## config.mk

```make
export PLATFORM = sky130hd
export DESIGN_NAME = decode_stage
export DESIGN_NICKNAME = d
export VERILOG_FILES = /design/src/rtl/decode_stage.sv
export SDC_FILE = /design/constraint.sdc
export NUM_CORES = 1
export LEC_CHECK = 0
export BUFFER_PORTS_ARGS = -buffer_cell sky130_fd_sc_hd__buf_2
export CORE_MARGIN = 5
export CORE_UTILIZATION = 43
export DETAILED_ROUTE_END_ITERATION = 6
export PLACE_DENSITY = 0.76
export SETUP_SLACK_MARGIN = 0.1
export SYNTH_ARGS = -nofsm -noshare
export SYNTH_HDL_FRONTEND = slang
export SYNTH_SLANG_ARGS = --single-unit
```

## constraint.sdc

```tcl
create_clock -name clk -period 1.6 [get_ports clk]
set_input_delay 0.08 -clock clk [delete_from_list [all_inputs] [get_ports clk]]
set_output_delay 0.08 -clock clk [all_outputs]
set_load 0.005 [all_outputs]
```

## src/rtl/decode_stage.sv

```systemverilog
// Decode stage: classifies 16/32-bit instructions from fetch, extracts fields and
// immediate, flags illegal encodings and holds the result in a one-entry output register.
module decode_stage #(
    parameter int ADDR_WIDTH = 32,
    parameter int WORD_WIDTH = 32
) (
    input  logic                  clk,
    input  logic                  rst_n,
    input  logic [WORD_WIDTH-1:0] instr_i,
    input  logic [ADDR_WIDTH-1:0] instr_addr_i,
    input  logic                  instr_valid_i,
    output logic [1:0]            consumed_len_o,
    output logic                  fetch_req_o,
    input  logic                  flush_i,
    input  logic                  ex_ready_i,
    output logic                  id_valid_o,
    output logic [ADDR_WIDTH-1:0] id_pc_o,
    output logic [WORD_WIDTH-1:0] id_instr_o,
    output logic                  id_compressed_o,
    output logic [6:0]            id_opcode_o,
    output logic [2:0]            id_funct3_o,
    output logic [4:0]            id_rd_o,
    output logic [4:0]            id_rs1_o,
    output logic [4:0]            id_rs2_o,
    output logic [31:0]           id_imm_o,
    output logic                  id_illegal_o,
    output logic                  halted_o
);

    typedef enum logic {RUN, HALT} state_t;

    state_t state_q, state_d;

    function automatic logic signed [31:0] imm_sel(input logic [31:0] i);
        logic signed [31:0] imm;
        imm = '0;
        case (i[6:0])
            7'b0010011, 7'b0000011, 7'b1100111, 7'b1110011:
                imm = {{20{i[31]}}, i[31:20]};
            7'b0100011:
                imm = {{20{i[31]}}, i[31:25], i[11:7]};
            7'b1100011:
                imm = {{19{i[31]}}, i[31], i[7], i[30:25], i[11:8], 1'b0};
            7'b0110111, 7'b0010111:
                imm = {i[31:12], 12'b0};
            7'b1101111:
                imm = {{11{i[31]}}, i[31], i[19:12], i[20], i[30:21], 1'b0};
            default:
                imm = '0;
        endcase
        return imm;
    endfunction

    function automatic logic opcode_legal(input logic [6:0] op);
        logic legal;
        case (op)
            7'b0110111, 7'b0010111, 7'b1101111, 7'b1100111, 7'b1100011, 7'b0000011,
            7'b0100011, 7'b0010011, 7'b0110011, 7'b0001111, 7'b1110011:
                legal = 1'b1;
            default:
                legal = 1'b0;
        endcase
        return legal;
    endfunction

    // Stage p0: combinational decode of the instruction presented by fetch
    logic                   is32_p0;
    logic [WORD_WIDTH-1:0]  instr_p0;
    logic signed [31:0]     imm_p0;
    logic                   illegal_p0;
    logic                   accept_p0;

    // Output register
    logic                   vld_p1;
    logic [ADDR_WIDTH-1:0]  pc_p1;
    logic [WORD_WIDTH-1:0]  instr_p1;
    logic                   comp_p1;
    logic [6:0]             opcode_p1;
    logic [2:0]             funct3_p1;
    logic [4:0]             rd_p1;
    logic [4:0]             rs1_p1;
    logic [4:0]             rs2_p1;
    logic signed [31:0]     imm_p1;
    logic                   illegal_p1;

    assign is32_p0    = (instr_i[1:0] == 2'b11);
    assign instr_p0   = is32_p0 ? instr_i : {{(WORD_WIDTH-16){1'b0}}, instr_i[15:0]};
    assign imm_p0     = is32_p0 ? imm_sel(instr_p0[31:0]) : '0;
    assign illegal_p0 = (instr_i[15:0] == 16'h0000)
                      | (instr_i[31:0] == 32'hFFFF_FFFF)
                      | (is32_p0 & !opcode_legal(instr_i[6:0]));

    // Gating with rst_n keeps the fetch handshake quiet while reset is held
    assign accept_p0 = rst_n & instr_valid_i & (state_q == RUN) & !flush_i
                     & (!vld_p1 | ex_ready_i);

    assign consumed_len_o = !accept_p0 ? 2'd0 : (is32_p0 ? 2'd2 : 2'd1);
    assign fetch_req_o    = rst_n & (state_q == RUN) & !flush_i;
    assign halted_o       = (state_q == HALT);

    always_ff @(posedge clk or negedge rst_n) begin
        if (!rst_n) begin
            state_q <= RUN;
        end else begin
            state_q <= state_d;
        end
    end

    always_comb begin
        state_d = state_q;
        case (state_q)
            RUN:     if (accept_p0 && illegal_p0) state_d = HALT;
            HALT:    if (flush_i)                 state_d = RUN;
            default: state_d = RUN;
        endcase
    end

    // Stage p0 -> p1: load on accept, drain on ready, flush dominates
    always_ff @(posedge clk or negedge rst_n) begin
        if (!rst_n) begin
            vld_p1     <= 1'b0;
            pc_p1      <= '0;
            instr_p1   <= '0;
            comp_p1    <= 1'b0;
            opcode_p1  <= '0;
            funct3_p1  <= '0;
            rd_p1      <= '0;
            rs1_p1     <= '0;
            rs2_p1     <= '0;
            imm_p1     <= '0;
            illegal_p1 <= 1'b0;
        end else if (flush_i) begin
            vld_p1 <= 1'b0;
        end else if (accept_p0) begin
            vld_p1     <= 1'b1;
            pc_p1      <= instr_addr_i;
            instr_p1   <= instr_p0;
            comp_p1    <= !is32_p0;
            opcode_p1  <= is32_p0 ? instr_p0[6:0] : 7'd0;
            funct3_p1  <= instr_p0[14:12];
            rd_p1      <= instr_p0[11:7];
            rs1_p1     <= instr_p0[19:15];
            rs2_p1     <= instr_p0[24:20];
            imm_p1     <= imm_p0;
            illegal_p1 <= illegal_p0;
        end else if (ex_ready_i) begin
            vld_p1 <= 1'b0;
        end
    end

    assign id_valid_o      = vld_p1;
    assign id_pc_o         = pc_p1;
    assign id_instr_o      = instr_p1;
    assign id_compressed_o = comp_p1;
    assign id_opcode_o     = opcode_p1;
    assign id_funct3_o     = funct3_p1;
    assign id_rd_o         = rd_p1;
    assign id_rs1_o        = rs1_p1;
    assign id_rs2_o        = rs2_p1;
    assign id_imm_o        = imm_p1;
    assign id_illegal_o    = illegal_p1;

endmodule
```

# Word-level counts from Yosys, hierarchy flattened

Index checks and enable logic that the tools add are counted.

Flip-flop bits (word level): 125
Bits of input ports: 69
Output and inout bits: 128

Equality and inequality tests: 22
Mux-type cells: 13
Bitwise logic cells: 12
Reduce and logical (&&, ||, !) cells: 11

Operator list:

| kind                 | number |
|---|---|
| $pmux 32 s5          | 1 |
| $mux 32              | 2 |
| $eq 7x7->1 const B   | 8 |
| $eq 7x6->1 const B   | 5 |
| $eq 32x32->1 const B | 1 |
| $eq 7x5->1 const B   | 4 |
| $logic_not 16->1     | 1 |
| $eq 7x2->1 const B   | 2 |
| $reduce_or 11->1     | 1 |
| $and 1x1->1          | 7 |
| $eq 7x4->1 const B   | 1 |
| $mux 7               | 1 |
| $mux 1               | 6 |
| $logic_not 1->1      | 4 |
| $mux 2               | 2 |
| $reduce_or 4->1      | 1 |
| $or 1x1->1           | 3 |
| $reduce_bool 3->1    | 1 |
| $eq 2x2->1 const B   | 1 |
| $not 1->1            | 2 |
| $pmux 1 s2           | 1 |
| $reduce_and 2->1     | 1 |
| $reduce_or 2->1      | 1 |
| $logic_and 1x1->1    | 1 |

# Logic depth before layout (Yosys ltp)

Gate-level depths: netlist of the first run.

Depth after elaboration: 9
Depth in mapped cells: 7

# Worst setup path before layout of the first run

Ideal clock, no wire load.

Path kind: reg-to-reg
From: register state_q (netlist: halted_o)
To: register pc_p1[10] (netlist: id_pc_o[10])
Setup time: 0.128 ns
Arrival time: 1.458 ns
Setup slack: 0.015 ns
Cell stages (with the launch flop): 6
Path buffers: 2
Period minus slack after synthesis: 1.585 ns
Cells stage by stage: dfrtp_1 -> nor3b_2 -> nand3_2 -> buf_2 -> buf_2 -> mux2_1

Word-level cells in the longest chain between the ends: 5

Ends and longest elaborated chain:

| element                    | line | text |
|---|---|---|
| start: declaration         | 32   | `state_t state_q, state_d;` |
| start signal: assignment   | 105  | `state_q <= state_d;` |
| $not 1->1                  | --   |  |
| $and 1x1->1 (2 in series)  | 94   | `assign accept_p0 = rst_n & instr_valid_i & (state_q == RUN) & !flush_i` |
| $and 1x1->1                | 95   | `& (!vld_p1 \| ex_ready_i);` |
| $reduce_and 2->1 (no line) | --   |  |
| end signal: assignment     | 136  | `pc_p1 <= instr_addr_i;` |
| end: declaration           | 75   | `logic [ADDR_WIDTH-1:0] pc_p1;` |

No other way between the ends.
A chain may end at the register's enable or synchronous reset.

# Worst setup path after layout of the first run

From: register state_q (netlist: halted_o)
To: register pc_p1[16] (netlist: id_pc_o[16])

Same word-level chain as after synthesis.

==> flow_metrics.tcl, run 1 <==
set metrics [dict create \
    total_switching_power_mw 1.69 \
    synth.distinct_cells 46 \
    worstPathRequired_ps 1830 \
    overflow 0 \
    r2r_slack_ps -10 \
    finalPower_mw 6.57 \
    viasPerCell 5.08 \
    dieHeight_um 114 \
    path_class "reg -> reg" \
    synth_area_sq_um 4630 \
    switching_share 0.257 \
    fmax_ghz 0.621 \
    maxCapViolations 0 \
    comb_power_share 0.214 \
    area.growth.synth_to_final_pct 47.0 \
    drt_first_pass_iters 5 \
    design_area_sq_um 6800 \
    post_drt_wl_per_cell_um 18.0 \
    antenna_found_initial 0 \
    synth-async-reset-ratio 1.00 \
    slew_violations 0 \
    ios 197 \
    clockPowerShare 0.296 \
    ir_drop_v 0.000609 \
    p_seq_frac 0.490 \
    fin_cells 795 \
    grt_pass1_wl_um 22500 \
    worst_slew_pin_slew_ps 540 \
    crit_start "halted_o" \
    drt_wl_total_um 14300 \
    insertion_delay_ps 350 \
    grt_pass1_vias 4233 \
    rsz0062_at_grt "true" \
    final_core_util 0.653 \
    setup_violations 4 \
    dieArea_sq_um 12900 \
    root_buffer "clkbuf_8" \
    drive_above_1_share 0.454 \
    cts_buffer_depth 2 \
    clock_sinks 106 \
    rows 37 \
    finalSetupTns_ps -19.1 \
    core-area_sq_um 10400 \
    synth_edf_count 0 \
    syn_area_per_cell_sq_um 11.3 \
    total_leakage_power_nw 3.42 \
    synthCells 410 \
    grt_start_max_net_pins 107 \
    grtUsageTotal 0.220 \
    path_clk_slew_ps 100 \
    dp_hpwl_um 9120 \
    slew_headroom 0.640 \
    finalNetCount 724 \
    ant_nets 0 \
    topRoutingLayerUsed "met4" \
    min_path_type "in -> reg" \
    ys_warn_count 0 \
    synth_seq_area_share 0.573 \
    cts_buffers 9 \
    end_kind "flip-flop" \
    hold_violations 0 \
    min_from "instr_i[22]" \
    htreeDepth 3 \
    synth_flop_cell "dfrtp_1" \
    diodes 0 \
    holdWs_ps 28.5 \
    dp_slack_ps 12.8 \
    dpl_cell_area_sq_um 5650 \
    syn-num-nets 479 \
    min_period_ps 1610 \
    yosys_register_bits 106 \
    dr_wl_met2_um 7070 \
    drc 0 \
    start_util 0.444 \
    postLayoutSetupSlackWorst_ps -11.3 \
    place_congestion 0.839 \
    port_buffers 196 \
    vias 4038 \
    power.density_nw_per_um2 966 \
    dpl.cell_count 710 \
    die_w_um 114 \
    drtIter0Drc 297 \
    rr_startpoint "halted_o" \
    start_kind "flip-flop" \
    wl_met1_um 5920 \
    cp.arrival_ps 1840 \
    critPathMaxFanout 75 \
    violations "setup timing" \
    p_int_mw 4.88 \
    period_share 1.01 \
    cts_tree "yes" \
    fin_worst_skew_ps 9.67 \
    outcome "finished with violations" \
    wl_met3_um 1230 \
]
==> metal layers <==
| layer | track usage | up-vias |
|---|---|---|
| li1 | - | 1895 |
| met1 | 0.275 | 1965 |
| met2 | 0.377 | 172 |
| met3 | 0.0679 | 6 |
| met4 | 0.0465 | 0 |
| met5 | 0 | - |
==> power by group through the flow <==
stage               registers (mW)  clock network, mW  logic [mW]
finish                        3.22               1.94        1.41
global route                  3.27               2.10        1.54
CTS                           3.21               2.00        1.39
detailed placement            3.26                  0        1.18
global placement              3.23                  0        1.15
floorplan                     3.29                  0       0.530
==> layout make-up <==
class / count / area, sq um
fillers: 807 / 3620
repair buffers: 278 / 1870
inverters: 3 / 11.3
multi-input cells: 257 / 1860
flip-flops and latches: 106 / 2650
clock buffers: 10 / 138
well taps: 136 / 170
clock inverters: 5 / 103
==> critical path, cell delays in order (launching register included) <==
cell and delay (ps):
dfrtp_1 420, nor3b_4 240, nand3_4 160, buf_12 230, mux2_1 370
==> cells by family after synthesis <==
logic type	count (synthesis)	share of synthesized area
and+or+nand+nor	107	0.110
DFF	106	0.573
AOI/OAI and AO/OA	98	0.134
buffers and inverters	50	0.0636
muxes	48	0.117
xor gates and xnor gates	1	0.00189
==> layout by cell type, fill, tap and decap left out, drive strengths merged, types with 2 or more instances in the layout <==
cell type / Yosys / final
buf: 36 / 221
dfrtp: 106 / 106
nand2: 74 / 74
dlygate4sd3: 0 / 57
o21ai: 49 / 49
mux2: 48 / 48
a21boi: 11 / 11
clkbuf: 11 / 10
a21oi: 10 / 10
a22o: 8 / 8
nor2: 8 / 8
nand2b: 4 / 7
a31oi: 5 / 5
a22oi: 4 / 4
nor4: 4 / 4
inv: 3 / 3
o31ai: 3 / 3
bufinv: 0 / 3
nand3: 3 / 3
nor3: 3 / 3
a21o: 2 / 2
nor2b: 2 / 2
a211oi: 2 / 2
==> what timing repair did <==
item / in CTS / in global routing
endpoints found under the hold margin: 166 / 0
setup buffers: 6 / 2
hold buffers: 57 / 0
gates cloned: 4 / 1
resized for setup: 30 / 15
pin swaps: 15 / 9
endpoints found under the setup margin: 42 / 105
==> registers in the layout, indices dropped and copies added (netlist names) <==
name and cells:
id_imm_o 32, id_instr_o 32, id_pc_o 32, id_opcode_o 6, halted_o 1, id_compressed_o 1, id_illegal_o 1, id_valid_o 1
==> worst paths after layout <==
path,endpoint,cells past startpoint
max,id_pc_o[16],4
min,id_instr_o[22],3
max reg2reg,id_pc_o[16],4
min reg2reg,id_imm_o[17],2
max in group asynchronous,id_imm_o[30],3
min in group asynchronous,id_pc_o[28],3
==> cell usage after synthesis, types with 2 or more instances <==
master,count,area (sq um)
dfrtp_1,106,2650
nand2_1,74,278
mux2_1,28,315
o21ai_1,25,125
o21ai_0,24,120
buf_4,22,165
mux2_2,20,225
buf_2,13,65.1
clkbuf_1,11,41.3
a21boi_1,10,75.1
a22o_1,8,70.1
a21oi_1,7,35.0
nor2_1,7,26.3
a31oi_1,5,31.3
a22oi_1,4,30.0
a21oi_2,3,26.3
inv_1,3,11.3
nand2b_1,3,18.8
nor3_1,3,15.0
nor4_1,3,18.8
o31ai_1,3,22.5
a21o_1,2,15.0
nand3_1,2,10.0
nor2b_1,2,12.5
No activity file was read; power rests on OpenSTA's default activity.
==> run 2, diff against run 1 <==
Settings changed: CORE_UTILIZATION 43 to 46, PLACE_DENSITY 0.76 to 0.77, REMOVE_ABC_BUFFERS set to 1.
Clock period 1.6 ns to 2 ns, I/O delays scaled along.
==> run 2 against run 1 <==
Against the previous run: the run now ends clean; largest cell class unchanged; combinational power fell by 30%; register-to-register slack improved by 340 ps; highest routed layer unchanged; global-route usage fell by 1.7 points; non-clock buffer count fell by 18; worst hold slack got worse by 2.4 ps; sequential share of layout area rose by 2.6 points; critical path depth rose by 1; largest power group unchanged.
==> flow_metrics.tcl, run 2 (same netlist as run 1, synthesis figures left out) <==
set metrics [dict create \
    outcome "complete, no violations" \
    fin_worst_skew_ps 8.95 \
    switching_share 0.258 \
    end_kind "primary output" \
    start_util 0.473 \
    total_leakage_power_nw 3.17 \
    rr_startpoint "halted_o" \
    ant_nets 0 \
    dp_hpwl_um 8490 \
    layout_commonest_cell "buf_2" \
    post_drt_wl_per_cell_um 16.2 \
    root_buffer "clkbuf_8" \
    cp.arrival_ps 1710 \
    cts_buffers 9 \
    critPathMaxFanout 65 \
    port_buffers 196 \
    postLayoutSetupSlackWorst_ps 193 \
    multi_input_area_sq_um 1690 \
    min_path_type "in -> reg" \
    core-area_sq_um 9770 \
    clock_sinks 106 \
    period_share 0.904 \
    die_w_um 110 \
    total_switching_power_mw 1.33 \
    drt_wl_total_um 12500 \
    slew_violations 0 \
    r2r_slack_ps 330 \
    wl_met1_um 5160 \
    place_congestion 0.801 \
    topRoutingLayerUsed "met4" \
    comb_power_share 0.193 \
    fmax_ghz 0.553 \
    setup.worst_path.end "consumed_len_o[0]" \
    antenna_found_initial 0 \
    finalSetupTns_ps 0 \
    htreeDepth 3 \
    grt_start_max_net_pins 67 \
    min_period_ps 1810 \
    start_kind "flip-flop" \
    insertion_delay_ps 360 \
    diodes 0 \
    r2r_cells 5 \
    area.growth.synth_to_final_pct 37.8 \
    dieArea_sq_um 12200 \
    dr_wl_met2_um 6220 \
    viasPerCell 5.01 \
    vias 3871 \
    grt_pass1_vias 3877 \
    setup_violations 0 \
    drtIter0Drc 216 \
    drt_first_pass_iters 4 \
    overflow 0 \
    clockPowerShare 0.308 \
    finalNetCount 703 \
    ir_drop_v 0.000469 \
    path_class "reg -> out" \
    drc 0 \
    grt_pass1_wl_um 19200 \
    worstPathRequired_ps 1900 \
    crit_start "halted_o" \
    finalPower_mw 5.16 \
    grtUsageTotal 0.203 \
    path_clk_slew_ps 90 \
    drive_above_1_share 0.396 \
    dp_slack_ps 266 \
    p_seq_frac 0.499 \
    timing.rr.end "id_imm_o[6]" \
    cts_buffer_depth 2 \
    ff_latch_area_sq_um 2650 \
    p_int_mw 3.83 \
    dpl.cell_count 702 \
    fillerInstances 755 \
    power.density_nw_per_um2 809 \
    final_cell_mix "buf_2 (195), dfrtp_1 (106), nand2_1 (74)" \
    cts_tree "yes" \
    wl_met3_um 908 \
    hold_violations 0 \
    slew_headroom 0.599 \
    dieHeight_um 110 \
    holdWs_ps 26.1 \
    ios 197 \
    worst_slew_pin_slew_ps 602 \
    rows 36 \
    rsz0062_at_grt "true" \
    maxCapViolations 0 \
    fin_cells 772 \
]
==> run 2: layout make-up <==
class,instances,share of cell area
well taps,133,0.0261
clock buffers,10,0.0216
inverters,3,0.00177
repair buffers,260,0.253
multi-input cells,254,0.265
flip-flops and latches,106,0.416
clock inverters,6,0.0175
==> run 2: metal layers <==
layer / vias to the layer above / GRT usage
li1: 1849 / -
met1: 1857 / 0.258
met2: 143 / 0.344
met3: 22 / 0.0402
met4: 0 / 0.0792
met5: - / 0
==> run 2: what timing repair did <==
item,CTS,global route
cloned,0,0
setup buffers,0,0
resized for setup,1,2
hold buffers,54,0
endpoints found under the hold margin,100,0
setup endpoints to repair,1,47
==> run 2: power by group through the flow <==
| stage | sequential, mW | combinational [mW] | clock, mW |
|---|---|---|---|
| 2_1_floorplan | 2.64 | 0.302 | 0 |
| 3_3_place_gp | 2.59 | 0.892 | 0 |
| 3_5_place_dp | 2.61 | 0.914 | 0 |
| 4_1_cts | 2.56 | 1.00 | 1.64 |
| 5_1_grt | 2.61 | 1.10 | 1.71 |
| 6_report | 2.57 | 0.994 | 1.59 |
==> run 2: worst min path at each step <==
| stage | startpoint | to | slack, ps | depth (start not counted) |
|---|---|---|---|---|
| after floorplan | rst_n | halted_o | -200 | 0 |
| after global placement | rst_n | id_imm_o[20] | 220 | 2 |
| after detailed placement | rst_n | id_imm_o[20] | 230 | 2 |
| after CTS | instr_i[13] | id_instr_o[13] | 2 | 2 |
| after global routing | instr_i[13] | id_instr_o[13] | 5 | 2 |
| final | instr_i[13] | id_instr_o[13] | 30 | 2 |
==> run 2: critical path, stage by stage (launching register included) <==
cell and delay [ps]:
dfrtp_1 410, nor3b_2 280, nand3_4 130, buf_6 250, nor2_1 130, buf_2 120
==> run 2: through the flow <==
stage,instance area (sq um),utilization
6_report,6380,0.652
5_1_grt,6380,0.652
4_1_cts,6370,0.652
3_5_place_dp,5580,0.570
3_3_place_gp,5580,0.570
2_1_floorplan,4340,-
==> run 3, diff against run 2 <==
==> constraint.sdc (replaced) <==
create_clock -name clk -period 2 [get_ports clk]
set_input_delay 0.4 -clock clk [delete_from_list [all_inputs] [get_ports clk]]
set_output_delay 0.4 -clock clk [all_outputs]
set_load 0.005 [all_outputs]
==> run 3 against run 2 <==
Against the previous run: core utilization down 4.1 points; maximum frequency fell by 5.1%; routed wire length is 4.1% lower; worst setup slack got worse by 97 ps; critical path depth is the same; die area stayed put; sequential share of layout area is 2.8 points higher; highest routed layer unchanged.
==> flow_metrics.tcl, run 3 (same netlist as run 1, synthesis figures left out) <==
set metrics [dict create \
    ios 197 \
    insertion_delay_ps 360 \
    ir_drop_v 0.000446 \
    total_switching_power_mw 1.32 \
    maxCapViolations 0 \
    ant_nets 0 \
    timing.rr.end "id_pc_o[17]" \
    fmax_ghz 0.525 \
    critPathMaxFanout 3 \
    clockPowerShare 0.297 \
    layout_commonest_cell "buf_2" \
    clock_sinks 106 \
    outcome "complete, no violations" \
    grt_start_max_net_pins 107 \
    rows 36 \
    period_share 0.952 \
    worst_slew_pin_slew_ps 564 \
    finalPower_mw 4.97 \
    post_drt_wl_per_cell_um 16.5 \
    drt_first_pass_iters 5 \
    slew_headroom 0.624 \
    grt_pass1_wl_um 18500 \
    start_kind "flip-flop" \
    grtUsageTotal 0.198 \
    drive_above_1_share 0.444 \
    hold_violations 0 \
    cts_buffer_depth 2 \
    start_util 0.473 \
    holdWs_ps 153 \
    diodes 0 \
    min_period_ps 1900 \
    dpl_cell_area_sq_um 5640 \
    rsz0062_at_grt "true" \
    setup_violations 0 \
    overflow 0 \
    rr_startpoint "halted_o" \
    drc 0 \
    final_cell_mix "buf_2 (194), dfrtp_1 (106), nand2_1 (74)" \
    end_kind "primary output" \
    fin_cells 728 \
    cp.arrival_ps 1500 \
    core-area_sq_um 9770 \
    dp_hpwl_um 8840 \
    dpl.cell_count 705 \
    htreeDepth 3 \
    switching_share 0.265 \
    p_int_mw 3.66 \
    r2r_slack_ps 140 \
    place_congestion 0.784 \
    dieHeight_um 110 \
    area.growth.synth_to_final_pct 29.2 \
    port_buffers 196 \
    antenna_found_initial 0 \
    power.density_nw_per_um2 832 \
    design_area_sq_um 5980 \
    drtIter0Drc 315 \
    total_leakage_power_nw 3.02 \
    r2r_cells 6 \
    path_class "reg -> out" \
    cts_buffers 9 \
    grt_pass1_vias 3637 \
    finalNetCount 659 \
    min_path_type "in -> async" \
    comb_power_share 0.188 \
    p_seq_frac 0.515 \
    worstPathRequired_ps 1600 \
    dieArea_sq_um 12200 \
    fin_worst_skew_ps 12.4 \
    drt_wl_total_um 12000 \
    slew_violations 0 \
    die_w_um 110 \
    root_buffer "clkbuf_8" \
    viasPerCell 5.04 \
    path_clk_slew_ps 100 \
    final_core_util 0.611 \
    vias 3668 \
    cts_tree "yes" \
]
[run 3: cell types whose count changed in the layout (fill, tap and decap cells not counted), moves of 2 or more]
cell,before,now
buf_4,8,16
buf_12,0,4
dlygate4sd3_1,54,0
nor2_4,0,2
buf_6,3,1
[run 3: final cells by class]
type	instances	area, sq um
clock buffer	10	138
clock inverter	6	88.8
fill	862	3800
inverter	3	11.3
multi-input combinational	254	1710
sequential	106	2650
tap	133	166
timing repair buffer	216	1210
[run 3: worst max-delay path by stage]
stage                  start           endpoint  slack (ps)
floorplan           halted_o       id_imm_o[10]       -1380
global placement       rst_n        id_pc_o[14]         150
detailed placement     rst_n        id_pc_o[13]         100
CTS                 halted_o  consumed_len_o[0]          70
global route        halted_o  consumed_len_o[0]          30
finish              halted_o  consumed_len_o[0]         100
[run 3: stage by stage]
stage,setup WS (ps),TNS (ps)
final,95.9,0
after global routing,27.4,0
after CTS,68.9,0
after detailed placement,99.4,0
after global placement,151,0
after floorplan,-1380,-112790
[run 3: power groups by stage]
stage | combinational (mW) | clock, mW | sequential, mW
final | 0.937 | 1.48 | 2.56
after global routing | 1.05 | 1.60 | 2.60
after CTS | 0.951 | 1.51 | 2.57
after detailed placement | 0.934 | 0 | 2.61
after global placement | 0.910 | 0 | 2.59
after floorplan | 0.302 | 0 | 2.64
[run 3: repair_timing]
action                                  in CTS  in global routing
endpoints found under the setup margin       2                  6
pin swaps                                    3                  2
setup buffers                                5                  1
resized for setup                            2                  6
cloned                                       1                  0
hold buffers                                 0                  0
[run 3: critical path, stage by stage, from the launching register on]
cell and delay (ps):
dfrtp_1 420, nor3b_4 260, nand3_4 140, buf_12 160, nor2_4 70, buf_6 100
[run 3: per-layer routing]
layer  vias up  global-route usage  wire length (um)
met3        12              0.0367               836
met1      1776               0.265              5110
met5         -                   0                 0
li1       1757                   -                 -
met4         0              0.0589               111
met2       123               0.329              5960
